`src/rtl/ipv4_hdr_check.sv`:
```
// ----------------------------------------------------------------------------
// ipv4_hdr_check
//
// Purpose:
//   Checks one IPv4 header snapshot from the upstream Ethernet/IPv4 parser.
//   The header checksum is recomputed serially, one halfword per cycle.
//   The stage also checks version, IHL, TTL, L4 protocol and destination IP.
//   It returns one verdict per header over a valid/ready handshake.
//   Two saturating counters track good and bad verdicts.
//
// Ports:
//   clk, rst           rising-edge clock; asynchronous active-high reset
//   hdr_valid/ready    header snapshot handshake (ready only in IDLE)
//   vhdr .. desip      parsed IPv4 header fields
//   is_udp, is_tcp     parser L4 classification
//   res_valid/ready    verdict handshake
//   res_ok             header passed every enabled check
//   res_err            {dst_mis,bad_proto,ttl_zero,bad_csum,bad_ihl,bad_ver}
//   res_csum           folded ones-complement sum (16'hFFFF when correct)
//   pkt_cnt, err_cnt   saturating counts of good / bad verdicts
//   o_dbg_state        current FSM state (0 IDLE, 1 SUM, 2 FOLD, 3 DONE)
//
// Handshake:
//   A transfer occurs on a rising edge where valid and ready are both 1.
//   Once valid is raised, the producer holds it and the payload stable
//   until that transfer.
//
// Timing:
//   The header is accepted in cycle 0.
//   Cycles 1-10 (SUM) add one halfword each.
//   Cycle 11 (FOLD) folds the sum and registers the checks.
//   res_valid is high from cycle 12.
// ----------------------------------------------------------------------------
module ipv4_hdr_check #(
    parameter logic [31:0] LOCAL_IP  = 32'hC0A8_00C7,
    parameter bit          CHECK_DST = 1'b1,
    parameter int          CNT_W     = 16
) (
    input  logic             clk,
    input  logic             rst,
    input  logic             hdr_valid,
    output logic             hdr_ready,
    input  logic [15:0]      vhdr,
    input  logic [15:0]      tlength,
    input  logic [15:0]      id,
    input  logic [15:0]      offset,
    input  logic [7:0]       ttl,
    input  logic [7:0]       protocol,
    input  logic [15:0]      headerchecksum,
    input  logic [31:0]      sourceip,
    input  logic [31:0]      desip,
    input  logic             is_udp,
    input  logic             is_tcp,
    output logic             res_valid,
    input  logic             res_ready,
    output logic             res_ok,
    output logic [5:0]       res_err,
    output logic [15:0]      res_csum,
    output logic [CNT_W-1:0] pkt_cnt,
    output logic [CNT_W-1:0] err_cnt,
    output logic [1:0]       o_dbg_state
);

    typedef enum logic [1:0] {
        S_IDLE = 2'd0,
        S_SUM  = 2'd1,
        S_FOLD = 2'd2,
        S_DONE = 2'd3
    } state_t;

    state_t            r_state;
    logic [3:0]        r_idx;
    logic [19:0]       r_acc;

    // Header snapshot, captured at accept so later input changes are ignored
    logic [15:0]       r_vhdr;
    logic [15:0]       r_tlength;
    logic [15:0]       r_id;
    logic [15:0]       r_offset;
    logic [7:0]        r_ttl;
    logic [7:0]        r_protocol;
    logic [15:0]       r_hcsum;
    logic [31:0]       r_src;
    logic [31:0]       r_dst;
    logic              r_is_udp;
    logic              r_is_tcp;

    logic              r_hdr_ready;
    logic              r_res_valid;
    logic              r_res_ok;
    logic [5:0]        r_res_err;
    logic [15:0]       r_res_csum;
    logic [CNT_W-1:0]  r_pkt_cnt;
    logic [CNT_W-1:0]  r_err_cnt;

    logic [15:0]       w_hw;
    logic [16:0]       w_s1;
    logic [15:0]       w_fold;
    logic [5:0]        w_err;

    // Halfword selected for the current SUM cycle
    always_comb begin
        w_hw = 16'h0000;
        case (r_idx)
            4'd0:    w_hw = r_vhdr;
            4'd1:    w_hw = r_tlength;
            4'd2:    w_hw = r_id;
            4'd3:    w_hw = r_offset;
            4'd4:    w_hw = {r_ttl, r_protocol};
            4'd5:    w_hw = r_hcsum;
            4'd6:    w_hw = r_src[31:16];
            4'd7:    w_hw = r_src[15:0];
            4'd8:    w_hw = r_dst[31:16];
            4'd9:    w_hw = r_dst[15:0];
            default: w_hw = 16'h0000;
        endcase
    end

    // Two-step fold is exact for a 20-bit accumulator.
    // The first step leaves at most one carry for the second step.
    assign w_s1   = {1'b0, r_acc[15:0]} + {13'b0, r_acc[19:16]};
    assign w_fold = w_s1[15:0] + {15'b0, w_s1[16]};

    // Error vector bit order: {dst_mis,bad_proto,ttl_zero,bad_csum,bad_ihl,bad_ver}
    always_comb begin
        w_err    = 6'b000000;
        w_err[0] = (r_vhdr[15:12] != 4'd4);
        w_err[1] = (r_vhdr[11:8] != 4'd5);
        w_err[2] = (w_fold != 16'hFFFF);
        w_err[3] = (r_ttl == 8'd0);
        w_err[4] = ~(r_is_udp ^ r_is_tcp)
                 | (r_is_udp & (r_protocol != 8'h11))
                 | (r_is_tcp & (r_protocol != 8'h06));
        w_err[5] = CHECK_DST & (r_dst != LOCAL_IP);
    end

    always_ff @(posedge clk or posedge rst) begin
        if (rst) begin
            r_state     <= S_IDLE;
            r_idx       <= 4'd0;
            r_acc       <= 20'd0;
            r_vhdr      <= 16'h0000;
            r_tlength   <= 16'h0000;
            r_id        <= 16'h0000;
            r_offset    <= 16'h0000;
            r_ttl       <= 8'h00;
            r_protocol  <= 8'h00;
            r_hcsum     <= 16'h0000;
            r_src       <= 32'h0;
            r_dst       <= 32'h0;
            r_is_udp    <= 1'b0;
            r_is_tcp    <= 1'b0;
            r_hdr_ready <= 1'b1;
            r_res_valid <= 1'b0;
            r_res_ok    <= 1'b0;
            r_res_err   <= 6'b000000;
            r_res_csum  <= 16'h0000;
            r_pkt_cnt   <= '0;
            r_err_cnt   <= '0;
        end else begin
            case (r_state)
                S_IDLE: begin
                    if (hdr_valid && r_hdr_ready) begin
                        r_vhdr      <= vhdr;
                        r_tlength   <= tlength;
                        r_id        <= id;
                        r_offset    <= offset;
                        r_ttl       <= ttl;
                        r_protocol  <= protocol;
                        r_hcsum     <= headerchecksum;
                        r_src       <= sourceip;
                        r_dst       <= desip;
                        r_is_udp    <= is_udp;
                        r_is_tcp    <= is_tcp;
                        r_idx       <= 4'd0;
                        r_acc       <= 20'd0;
                        r_hdr_ready <= 1'b0;
                        r_state     <= S_SUM;
                    end
                end
                S_SUM: begin
                    r_acc <= r_acc + {4'b0000, w_hw};
                    r_idx <= r_idx + 4'd1;
                    if (r_idx == 4'd9) begin
                        r_state <= S_FOLD;
                    end
                end
                S_FOLD: begin
                    r_res_csum  <= w_fold;
                    r_res_err   <= w_err;
                    r_res_ok    <= ~|w_err;
                    r_res_valid <= 1'b1;
                    r_state     <= S_DONE;
                end
                S_DONE: begin
                    // Verdict transfers here; the counters move only on this cycle
                    if (res_ready) begin
                        r_res_valid <= 1'b0;
                        r_hdr_ready <= 1'b1;
                        r_state     <= S_IDLE;
                        if (r_res_ok) begin
                            if (!(&r_pkt_cnt)) r_pkt_cnt <= r_pkt_cnt + 1'b1;
                        end else begin
                            if (!(&r_err_cnt)) r_err_cnt <= r_err_cnt + 1'b1;
                        end
                    end
                end
                default: begin
                    r_state <= S_IDLE;
                end
            endcase
        end
    end

    assign hdr_ready   = r_hdr_ready;
    assign res_valid   = r_res_valid;
    assign res_ok      = r_res_ok;
    assign res_err     = r_res_err;
    assign res_csum    = r_res_csum;
    assign pkt_cnt     = r_pkt_cnt;
    assign err_cnt     = r_err_cnt;
    assign o_dbg_state = r_state;

endmodule

```
`config.mk`:
```
export PLATFORM = sky130hd
export DESIGN_NAME = ipv4_hdr_check
export DESIGN_NICKNAME = d
export VERILOG_FILES = /design/src/rtl/ipv4_hdr_check.sv
export SDC_FILE = /design/constraint.sdc
export NUM_CORES = 1
export LEC_CHECK = 0
export CAP_MARGIN = 20
export CORE_ASPECT_RATIO = 1.2
export CORE_MARGIN = 3
export CORE_UTILIZATION = 50
export DETAILED_ROUTE_END_ITERATION = 16
export PLACE_DENSITY = 0.86
export SYNTH_ARGS = -nofsm -noshare
export SYNTH_HDL_FRONTEND = slang
export SYNTH_SLANG_ARGS = --single-unit
```
`constraint.sdc`:
```
create_clock -name clk -period 13.56 [get_ports clk]
set_input_delay 4.068 -clock clk [delete_from_list [all_inputs] [get_ports clk]]
set_output_delay 4.068 -clock clk [all_outputs]
set_load 0.03 [all_outputs]
```
==> impl_metrics.json <==
{
  "ys.flop_type": "dfrtp_1",
  "grt_max_degree": 105,
  "dp.cells": 1845,
  "slowest_delay_ns": 0.86,
  "syn_avg_cell_area_um2": 8.95,
  "initial_core_util_pct": 51.0,
  "max_freq_mhz": 158,
  "hold_viol_final": 0,
  "outcome": "finished clean",
  "finalCriticalPeriod_ns": 6.32,
  "cp_max_fo": 104,
  "fin_crit_sh_pct": 46.6,
  "vias": 10800,
  "finalClockSkew_ns": 0.0104,
  "finalMaxSlewViolations": 0,
  "synth.cell_area_um2": 12200,
  "final_cell_mix": "529 x nand2_1, 244 x dfrtp_1, 224 x clkdlybuf4s50_1",
  "reg2reg_to": "r_acc[17]$_DFFE_PP0P_",
  "synth_cell_type_count": 65,
  "cts_buffer_depth": 3,
  "crit_type": "input port to asynchronous set/reset pin",
  "hold_end": "r_tlength[6]$_DFFE_PP0P_",
  "antenna_cells": 0,
  "fin_util_pct": 64.9,
  "core_um2": 24000,
  "synth-edff-count": 0,
  "overflow": 0,
  "rr_startpoint": "r_idx[1]$_DFFE_PP0P_",
  "p_leak_uw": 0.00760,
  "reg2reg_depth": 15,
  "io_pins": 225,
  "setup_ws_ns": 7.24,
  "dieArea_um2": 26400,
  "cts-buffers-inserted": 25,
  "cap_viol_max_count": 0,
  "cp_slowest_cell": "buf_4",
  "async_reset_ff_share_pct": 100,
  "cp.buffers_inverters": 4,
  "min_from": "r_tlength[6]$_DFFE_PP0P_",
  "grt_first_pass_wirelength_mm": 55.6,
  "cellPowerDensity_nw_per_um2": 98.8,
  "cts_root_buffer": "clkbuf_16",
  "nNetsFinal": 1753,
  "gp_congestion": 0.978,
  "drive_gt1_share_pct": 5.41,
  "routed_via_density": 5.72,
  "holdWs_ns": 0.479,
  "endpoint_kind": "asynchronous set/reset pin",
  "final_common_cell": "nand2_1",
  "path_common_cell": "buf_4",
  "wl_per_cell_um": 18.4,
  "cts_tree": "built",
  "rows": 62,
  "port_buffers": 224,
  "tightest_slew_ns": 1.04,
  "cp.required_ns": 14.09,
  "antenna_left": 0,
  "syn2layout_area_growth_pct": 27.2,
  "r2r_setup_slack_ns": 8.46,
  "rsz0062_at_grt": "false",
  "dp_hpwl_mm": 25.3,
  "hold_buffers": 0,
  "die_w_um": 149,
  "place_ws_ns": 6.59,
  "worstPathArrival_ns": 6.85,
  "worstHoldPathType": "register to register",
  "clk_pin_slew_worst_paths_ns": 0.06,
  "setup_violations": 0,
  "critPathLaunchType": "input port",
  "seq_area_frac_synth_pct": 50.2,
  "firstDrtPassIters": 5,
  "drc": 0,
  "grt_usage_pct": 26.2,
  "cts_resized": 0,
  "setup_tns_ns": 0,
  "h-tree-depth": 1,
  "dr.first_iter.drc_count": 837,
  "post_cts.repair.setup_buffers": 0,
  "syn_nets": 1566,
  "wl_mm": 34.8,
  "grt_pass1_vias": 10600,
  "cts.sink_count": 245,
  "synth-seq-cells": 245,
  "peakVddDrop_mv": 0.0824,
  "antenna_found_initial": 0,
  "crit_chain": "clkdlybuf4s50_1 -> inv_8 -> buf_4 -> buf_4",
  "slew-limit-headroom_pct": 30.8,
  "finalNonFillerCells": 1891,
  "die_h_um": 177,
  "yosysWarnings": 0,
  "synthCells": 1365,
  "min_path_cells": 2,
  "crit_family": "buffers and inverters",
  "worst_skew_pair.late_latency_ns": 0.53
}
[flip-flops by register name, indices dropped and copies added, names as in the netlist]
register     flops
res_err          6
r_is_udp         1
r_offset        16
r_ttl            8
r_hcsum         16
r_is_tcp         1
res_csum        16
r_acc           20
r_id            16
r_vhdr          16
pkt_cnt         16
r_tlength       16
hdr_ready        1
o_dbg_state      2
res_ok           1
r_protocol       8
err_cnt         16
r_dst           32
r_src           32
res_valid        1
r_idx            4
[synthesized netlist by cell type (all sizes together) (4+ instances only)]
master,count,area [µm²]
nand3b,5,37.5
and2,12,75.1
a22oi,49,368
mux2,18,203
clkbuf,68,255
a22o,29,254
a221oi,18,158
or4,4,33.8
nor2,51,191
o21ai,21,109
o31ai,4,30.0
nand4,31,194
nand3,24,120
nand2,529,1990
nor4,7,43.8
or3,6,37.5
inv,18,67.6
a21o,4,30.0
ha,33,413
dfrtp,244,6110
a31oi,10,68.8
and3,15,95.1
nor4bb,4,40.0
xor2,24,218
xnor2,43,377
a21oi,29,149
o21a,5,37.5
a211oi,7,80.1
buf,4,16.3
nor3,6,30.0
nor2b,4,25.0
[per-stage QoR]
| step | total power [µW] | cell area [µm²] |
|---|---|---|
| final | 1540 | 15600 |
| after global routing | 1580 | 15600 |
| after CTS | 1540 | 15600 |
| after detailed placement | 813 | 14700 |
| after floorplan | 756 | 12200 |
| after global placement | 814 | 14700 |
[worst reg2reg max path: stages (launching register included)]
cell	delay, ns
dfrtp_1	0.41
inv_1	0.10
ha_1	0.21
and2_1	0.37
a22o_1	0.29
a221oi_1	0.61
nand4_1	0.38
ha_1	0.39
a21o_1	0.15
a21o_1	0.20
a2111oi_0	0.64
or3_1	0.27
a31oi_1	0.14
a221oi_1	0.52
o21ai_0	0.19
a21oi_1	0.16
[cells by family (layout without fill, tap and decap cells)]
| family | count (synthesis) | in the layout | synth area share (%) |
|---|---|---|---|
| AO/OA/AOI/OAI | 194 | 194 | 11.8 |
| multiplexers | 18 | 18 | 1.66 |
| XOR/XNOR | 67 | 67 | 4.86 |
| adder cells (fa/ha/maj) | 35 | 35 | 3.71 |
| flip-flops | 245 | 245 | 50.2 |
| buffers and inverters | 90 | 296 | 2.77 |
| AND/OR/NAND/NOR | 716 | 716 | 25.0 |
[final cells by class]
type	count	area, µm²
fillers	1887	8420
clock inverters	13	194
repair buffers	232	2300
well taps	320	400
inverters	18	75.1
multi-input cells	1030	5770
clock buffers	33	676
flip-flops and latches	245	6130
[where the power goes]
group          internal [µW]  switching [µW]  total (µW)
Clock                    446             291         738
Sequential               731               0         731
Combinational           42.5            25.3        67.8
[layer usage]
metal | track usage (%) | wire length, µm
met2 | 41.8 | 16400
met1 | 35.9 | 14300
met5 | 0 | 0
met3 | 3.51 | 2440
met4 | 11.5 | 1650
[worst max-delay path by stage]
| stage | start | to | slack [ns] | depth (start not counted) |
|---|---|---|---|---|
| finish | rst | r_tlength[10]$_DFFE_PP0P_ | 7.24 | 4 |
| global route | rst | r_vhdr[2]$_DFFE_PP0P_ | 6.81 | 4 |
| CTS | rst | r_tlength[8]$_DFFE_PP0P_ | 7.14 | 4 |
| detailed placement | rst | r_tlength[10]$_DFFE_PP0P_ | 6.59 | 4 |
| global placement | rst | r_vhdr[2]$_DFFE_PP0P_ | 6.62 | 4 |
| floorplan | rst | err_cnt[0]$_DFFE_PP0P_ | 2.76 | 1 |
(Power assumes the default switching activity.)
